--- config.mk ---
export PLATFORM = sky130hd
export DESIGN_NAME = eda_neighbor_stack
export DESIGN_NICKNAME = d
export VERILOG_FILES = /design/src/rtl/eda_neighbor_stack.sv
export SDC_FILE = /design/constraint.sdc
export NUM_CORES = 2
export LEC_CHECK = 0
export ABC_AREA = 1
export BUFFER_PORTS_ARGS = -buffer_cell sky130_fd_sc_hd__buf_2
export CAP_MARGIN = 20
export CORE_AREA = 2 2 471 473
export CTS_CLUSTER_SIZE = 12
export DETAILED_ROUTE_END_ITERATION = 10
export DIE_AREA = 0 0 473 475
export MAX_ROUTING_LAYER = met4
export PLACE_DENSITY = 0.52
export SYNTH_ARGS = -nofsm -noshare
export SYNTH_HDL_FRONTEND = slang
export SYNTH_SLANG_ARGS = --single-unit
--- constraint.sdc ---
create_clock -name clk -period 6.2 [get_ports clk]
set_input_delay 1.55 -clock clk [delete_from_list [all_inputs] [get_ports clk]]
set_output_delay 1.55 -clock clk [all_outputs]
set_load 0.05 [all_outputs]
--- src/rtl/eda_neighbor_stack.sv ---
// LIFO work-stack for the regional-maxima flood fill: takes 8-neighbour push batches,
// serialises them one entry per cycle, and pops the next center pixel on request.
module eda_neighbor_stack #(
    parameter int unsigned M          = 16,
    parameter int unsigned N          = 16,
    parameter int unsigned ADDR_WIDTH = $clog2(M * N),
    parameter int unsigned DEPTH      = M * N,
    parameter int unsigned CNT_WIDTH  = $clog2(DEPTH + 1)
) (
    input  logic                    clk,
    input  logic                    reset_n,
    input  logic                    clear,
    input  logic                    in_valid,
    output logic                    in_ready,
    input  logic [7:0]              push_positions,
    input  logic [8*ADDR_WIDTH-1:0] neighbor_addrs,
    input  logic                    pop_req,
    output logic                    pop_valid,
    output logic [ADDR_WIDTH-1:0]   pop_addr,
    output logic                    empty,
    output logic                    full,
    output logic [CNT_WIDTH-1:0]    count,
    output logic                    overflow
);

    localparam int unsigned PTR_WIDTH = (DEPTH > 1) ? $clog2(DEPTH) : 1;

    typedef enum logic {
        S_IDLE = 1'b0,
        S_LOAD = 1'b1
    } state_t;

    state_t                  state_q, state_d;
    logic [7:0]              mask_q, mask_d;
    logic [8*ADDR_WIDTH-1:0] addrs_q, addrs_d;
    logic [CNT_WIDTH-1:0]    count_q, count_d;
    logic                    overflow_q, overflow_d;
    logic                    pop_valid_q, pop_valid_d;
    logic [ADDR_WIDTH-1:0]   pop_addr_q, pop_addr_d;
    logic [ADDR_WIDTH-1:0]   stack_q [DEPTH];

    logic [2:0]              sel_idx;
    logic [7:0]              mask_rest;
    logic [ADDR_WIDTH-1:0]   sel_addr;
    logic [PTR_WIDTH-1:0]    wr_ptr;
    logic [PTR_WIDTH-1:0]    top_ptr;
    logic                    wr_en;
    logic                    is_empty;
    logic                    is_full;
    logic                    pop_fire;

    // Highest set bit of the remaining mask: upleft is pushed first.
    always_comb begin
        sel_idx = 3'd0;
        for (int k = 0; k < 8; k++) begin
            if (mask_q[k]) sel_idx = 3'(k);
        end
    end

    assign mask_rest = mask_q & ~(8'd1 << sel_idx);
    assign sel_addr  = addrs_q[32'(sel_idx) * ADDR_WIDTH +: ADDR_WIDTH];
    assign is_empty  = (count_q == '0);
    assign is_full   = (count_q == CNT_WIDTH'(DEPTH));
    assign wr_ptr    = count_q[PTR_WIDTH-1:0];
    assign top_ptr   = PTR_WIDTH'(count_q - CNT_WIDTH'(1));
    assign pop_fire  = !clear && (state_q == S_IDLE) && pop_req && !is_empty;

    // FSM state register
    always_ff @(posedge clk or negedge reset_n) begin
        if (!reset_n) state_q <= S_IDLE;
        else          state_q <= state_d;
    end

    // FSM next-state logic
    always_comb begin
        state_d = state_q;
        if (clear) begin
            state_d = S_IDLE;
        end else begin
            case (state_q)
                S_IDLE: if (in_valid && (push_positions != 8'd0)) state_d = S_LOAD;
                S_LOAD: if (mask_rest == 8'd0) state_d = S_IDLE;
                default: state_d = S_IDLE;
            endcase
        end
    end

    // FSM outputs
    always_comb begin
        in_ready = (state_q == S_IDLE);
    end

    // Datapath next-state: capture, serialise, pop, flush
    always_comb begin
        mask_d      = mask_q;
        addrs_d     = addrs_q;
        count_d     = count_q;
        overflow_d  = overflow_q;
        pop_valid_d = 1'b0;
        pop_addr_d  = pop_addr_q;
        wr_en       = 1'b0;
        if (clear) begin
            mask_d     = 8'd0;
            count_d    = '0;
            overflow_d = 1'b0;
        end else if (state_q == S_IDLE) begin
            if (in_valid) begin
                mask_d  = push_positions;
                addrs_d = neighbor_addrs;
            end
            if (pop_fire) begin
                pop_addr_d  = stack_q[top_ptr];
                count_d     = count_q - CNT_WIDTH'(1);
                pop_valid_d = 1'b1;
            end
        end else begin
            mask_d = mask_rest;
            if (is_full) begin
                overflow_d = 1'b1;
            end else begin
                wr_en   = 1'b1;
                count_d = count_q + CNT_WIDTH'(1);
            end
        end
    end

    always_ff @(posedge clk or negedge reset_n) begin
        if (!reset_n) begin
            mask_q      <= 8'd0;
            addrs_q     <= '0;
            count_q     <= '0;
            overflow_q  <= 1'b0;
            pop_valid_q <= 1'b0;
            pop_addr_q  <= '0;
        end else begin
            mask_q      <= mask_d;
            addrs_q     <= addrs_d;
            count_q     <= count_d;
            overflow_q  <= overflow_d;
            pop_valid_q <= pop_valid_d;
            pop_addr_q  <= pop_addr_d;
        end
    end

    // Stack storage is left unreset; occupancy alone defines what is valid.
    always_ff @(posedge clk) begin
        if (wr_en) stack_q[wr_ptr] <= sel_addr;
    end

    assign pop_valid = pop_valid_q;
    assign pop_addr  = pop_addr_q;
    assign count     = count_q;
    assign overflow  = overflow_q;
    assign empty     = is_empty;
    assign full      = is_full;

endmodule

* Yosys cells after proc, flatten, opt, wreduce, memory -nomap -nowiden
Memory sizes are Yosys's and may differ from the RTL's. A register that Yosys moved wholly into a read port is not among the register bits.
Index checks and enable logic that the tools add are counted.
** Word-level totals
- Bits in writable memories :: 2048
- Input bits :: 77
- Logic and storage cells :: 64
- Bits in registers :: 84
- Output and inout bits :: 22
- Memories :: 1
** Operators by class
- Eq/ne operators :: 2
- Shift-type cells :: 2
- $add $sub $neg :: 2
- Muxes and demuxes :: 29
- Reductions and logical operators :: 18
- Bitwise gates (word level) :: 4
** Memory list
- stack_q :: words 256, width 8, read ports 1, clocked after memory_dff 1, write ports 1, line 40 : logic [ADDR_WIDTH-1:0] stack_q [DEPTH];
** Operators by type and width (number)
- indexed part select 64 x 7 -> 8 bit :: 1
- 2-to-1 mux 9 bit :: 4
- 2-to-1 mux 8 bit :: 3
- 2-to-1 mux 1 bit :: 15
- 2-to-1 mux 3 bit :: 4
- adder 9 x 1 -> 9 bit, second input constant :: 1
- == test 9 bit, second input constant :: 1
- logical NOT 9 bit :: 1
- subtractor 9 x 1 -> 9 bit, second input constant :: 1
- bitwise AND 8 bit :: 1
- logical NOT 8 bit :: 1
- inverter 8 bit :: 1
- nonzero test 8 bit :: 1
- left shift 1 x 3 -> 8 bit, first input constant :: 1
- AND reduction 3 bit :: 2
- nonzero test 3 bit :: 2
- logical AND 1 bit :: 4
- 2-to-1 mux 2 bit :: 2
- AND reduction 2 bit :: 2
- nonzero test 2 bit :: 2
- logical NOT 1 bit :: 3
- inequality test 3 bit, second input constant :: 1
- inverter 1 bit :: 2
- case mux 1 bit (2 select lines) :: 1

* Logic depth before layout (Yosys ltp)
- Word-level depth :: 14
- Gate-level depth with buffers :: 19
- Mapped depth without buffers :: 13

* Least setup slack after synthesis
Ideal clock, no wire load.
- Kind :: register to register
- From :: reg mask_q[2]
- To :: mem stack_q[0][6] in the netlist's numbering (data pin)
- Library setup time :: 0.774 ns
- Period minus slack after synthesis :: 5.205 ns
- Path buffers :: 1
- Arrival :: 4.431 ns
- Cell stages (with the launch flop) :: 11
- Slack :: 0.995 ns
- Data required time :: 5.426 ns
- Path through :: dfrtp_1 -> inv_1 -> a21oi_1 -> o21ai_0 -> a21oi_1 -> nor2_1 -> clkbuf_1 -> nand2_1 -> o2111ai_1 -> o21ai_0 -> inv_1
** Between the ends
- Longest elaborated chain between the ends :: 7
** RTL lines
- from (decl) :: line 34 : logic [7:0] mask_q, mask_d;
- from (signal assigned) :: line 136 : mask_q <= mask_d;
- 2-to-1 mux 2 bit (2 in series) :: line 56 : if (mask_q[k]) sel_idx = 3'(k);
- 2-to-1 mux 3 bit (4 in series) :: line 56
- indexed part select 64 x 7 -> 8 bit :: line 61 : assign sel_addr = addrs_q[32'(sel_idx) * ADDR_WIDTH +: ADDR_WIDTH];
- via sel_addr[6] :: line 44 : logic [ADDR_WIDTH-1:0] sel_addr;
- to (decl) :: line 40
The timed path passes the listed nets, and every way through them passes these cells.

* Worst setup path in the final report
- From :: reg count_q[0], in the netlist count[0]
- To :: out empty
** Between the ends
- Longest elaborated chain between the ends :: 1
** RTL lines
- from (decl) :: line 36 : logic [CNT_WIDTH-1:0] count_q, count_d;
- from (signal assigned) :: line 138 : count_q <= count_d;
- logical NOT 9 bit :: line 62 : assign is_empty = (count_q == '0);
- to (decl) :: line 20 : output logic empty,
No other way between the ends.

==> key figures <==
Timing
  • Max Slew Vio Count: 0
  • Tcrit/Tclk final: 82.1%
  • Final min period: 5090 ps
  • Worst setup margin: 1110 ps
  • Max-slew headroom: 7.20%
  • Worst-Margin Slew: 1390 ps
  • Setup TNS Final: 0 ps
  • RSZ-0062 raised after global routing: no
  • # setup viols final: 0
  • Final hold violations: 0
  • Worst Skew: 35.6 ps
  • Max Clk Rate: 197 MHz

Finish
  • Synth-to-layout area growth: 11.7%
  • Layout cells sized above 1: 7.19%
  • Final nets: 7549

Drt
  • DR vias: 58200
  • Vias per std cell: 5.53
  • Drt total wl: 261000 um
  • DRT antenna net count: 0
  • DRC: 0
  • Pre-antenna DRT Iters: 6
  • Initial DRC Count: 6353
  • Wire length per cell: 24.8 um

CTS
  • Worst-path clk slew: 60 ps
  • Clk buf depth: 3
  • Post-CTS Resized: 0
  • Post-CTS setup buffers: 0
  • Clock sinks: 2140
  • Post-cts hold buffer count: 0
  • Clock Latency Late Sink: 870 ps
  • CTS buffer count: 222
  • CTS tree: done
  • Htree depth: 4
  • CTS Root Cell: clkbuf_16

Logic synthesis
  • Post-Synthesis Cell Area: 0.0874 mm^2
  • Top post-synthesis cells by area: edfxtp_1 70%, nand3_1 12%, nand2_1 10%
  • Asr flop ratio synth: 4.30%
  • Cells after Synth: 7533
  • Yosys top cell by area: edfxtp_1
  • Netlist cell types: 36
  • Yosys warns: 0
  • Synth top area share: 70.4%
  • Sequential area share after synthesis: 73.0%
  • Count leader, synth: nand2_1
  • EDFF count, synth: 2048
  • Syn_nets: 7614
  • Register bit count reported by yosys: 2140
  • Avg Inst Size Synth: 11.6 um^2
  • Main synth FF type: edfxtp_1
  • Synth top cells by count: 2329 x nand2_1, 2062 x nand3_1, 2048 x edfxtp_1

Worst setup path
  • CP max-delay cell: inv_8
  • FF-to-FF setup slack: 1330 ps
  • CP startpoint kind: flop
  • Critical R2R Capture: stack_q[38][4]$_DFFE_PP_
  • Critical path capture point type: output pin
  • Worst reg-to-reg path cell count: 6
  • Most frequent CP cell: nand2_2
  • CP max FO: 130
  • Type of the worst setup path: flop to output pin
  • Critical Path AT: 3540 ps
  • CP Cell Sequence: inv_8, ha_4, nand2_2, nor2_2, nand2_2, nor2_1, buf_2
  • Reg-to-Reg Start: state_q$_DFF_PN0_
  • Delay of the slowest cell on the worst path: 570 ps
  • CP Data Required Time: 4650 ps

Die
  • Area of the die: 0.225 mm^2
  • # rows: 172
  • Chip Height: 475 um
  • Chip Width: 473 um
  • Core ar.: 0.219 mm^2
  • Io pins: 99
  • Initial core utilization: 39.9%

GRT
  • Antenna violations before repair: 9
  • Grt total ovfl: 0
  • Largest net degree at the start of global routing: 223
  • GRT Util Overall: 23.6%
  • Vias in the first global route: 56600
  • First-pass GRT wire length: 379000 um

Pwr
  • PwrDens: 585 mW/mm^2
  • Leak: 34.1 nW
  • Peak supply drop: 1.09 mV

Hold path
  • Min-Delay Endpoint: addrs_q[24]$_DFFE_PN0P_
  • Hold Path Cell Cnt: 2
  • Worst Hold Class: flop to flop
  • Min-Delay Startpoint: addrs_q[24]$_DFFE_PN0P_

Placed design
  • Gpl congestion: 0.882
  • HPWL after DPL: 150000 um
  • Pre-CTS setup slack: 1060 ps
  • IO Port Bufs: 98

Outcome
  • Outcome: complete, no violations

Run
  • Max-Cap Viols: 0
[per-layer routing]
metal  routed length [um]  vias to the layer above  GRT usage, %  part of all wire (%)
met3                18700                      403          3.37                   7.2
met1               114000                    29000          32.5                    44
met5                    0                        -             -                     0
met2               121000                     2344          36.2                    46
li1                     -                    26500             -                     -
met4                 7350                        0          7.11                   2.8
[metrics by stage]
stage | utilization [%] | instance area, um^2 | hold slack, ps | std cells | power [mW]
floorplan | - | 87400 | 442 | 7533 | 34.2
global placement | 41.4 | 90700 | 455 | 10100 | 44.5
detailed placement | 41.4 | 90700 | 459 | 10100 | 44.6
CTS | 44.5 | 97500 | 475 | 10500 | 57.2
global route | 44.5 | 97500 | 492 | 10500 | 59.6
finish | 44.5 | 97500 | 472 | 10500 | 57.1
[sequential cells by signal, summed over array words and instances (netlist names)]
| register | count |
|---|---|
| stack_q | 2048 |
| state_q | 1 |
| addrs_q | 64 |
| pop_addr | 8 |
| mask_q | 8 |
| pop_valid | 1 |
| count | 9 |
| overflow | 1 |
[critical path: cells and delay by family (launching register included)]
kind                       cells  cell delay [ps]
buffers and inverters          2              940
and+or+nand+nor                4              870
adders and majority gates      1              280
DFF                            1              530
[power by group]
| part | leakage (nW) | switching, mW | total, mW | internal, mW |
|---|---|---|---|---|
| Sequential | 19.6 | 0.206 | 19.1 | 18.9 |
| Clock | 3.32 | 5.52 | 12.7 | 7.13 |
| Combinational | 11.1 | 19.6 | 25.3 | 5.71 |
| Total | 34.1 | 25.3 | 57.1 | 31.7 |
[worst max path at each step]
stage	start	cells past startpoint	slack [ps]	endpoint
finish	count[0]$_DFFE_PN0P_	7	1110	empty
global placement	clear	6	1150	stack_q[29][6]$_DFFE_PP_
global route	count[0]$_DFFE_PN0P_	7	1020	empty
floorplan	mask_q[2]$_DFFE_PN0P_	10	1000	stack_q[0][6]$_DFFE_PP_
CTS	count[0]$_DFFE_PN0P_	7	1090	empty
detailed placement	clear	6	1060	stack_q[16][4]$_DFFE_PP_
[cells in the final DEF, fill, tap and decap left out, types with 3 or more instances in the layout]
cell type  synthesis  layout
nand2_1         2329    2320
nand3_1         2062    2059
edfxtp_1        2048    2048
nor2_1           289     288
clkbuf_16          0     224
buf_2            250      96
dfrtp_1           92      91
buf_4             12      78
clkbuf_1         210      71
clkinv_1           3      60
inv_1             71      59
o21ai_0           53      53
buf_12             0      37
clkinv_2           0      29
a21oi_1           17      17
nand2_2            8      11
inv_8              0      10
bufinv_16          0      10
inv_2              9       9
o2111ai_1          8       8
clkbuf_8           0       8
diode_2            0       7
nand4_1            7       7
nand3_2            3       6
nand2_4            0       6
o22ai_1            5       5
nor2_4             2       4
inv_16             0       4
inv_6              0       4
o211ai_1           3       3
ha_1               4       3
clkinv_8           0       3
[logic make-up (layout without fill, tap and decap cells)]
group,count (synthesis),count (layout),share of synthesized area (%)
AND/OR/NAND/NOR,4708,4708,23.3
flip-flops,2140,2140,73.0
buffers and inverters,585,705,2.96
AO/OA/AOI/OAI,93,93,0.612
adder cells (fa/ha/maj),4,4,0.0573
XOR/XNOR,3,3,0.0387
other,0,7,0
[area by class of cell]
class,instances,area (um^2)
Clock inverter,106,823
Multi-Input combinational cell,4808,21100
Antenna cell,7,17.5
Inverter,83,387
Fill cell,20200,122000
Tap cell,2871,3590
Clock buffer,303,5980
Sequential cell,2140,63800
Timing Repair Buffer,213,1850
Power figures use the tool's default switching activity.
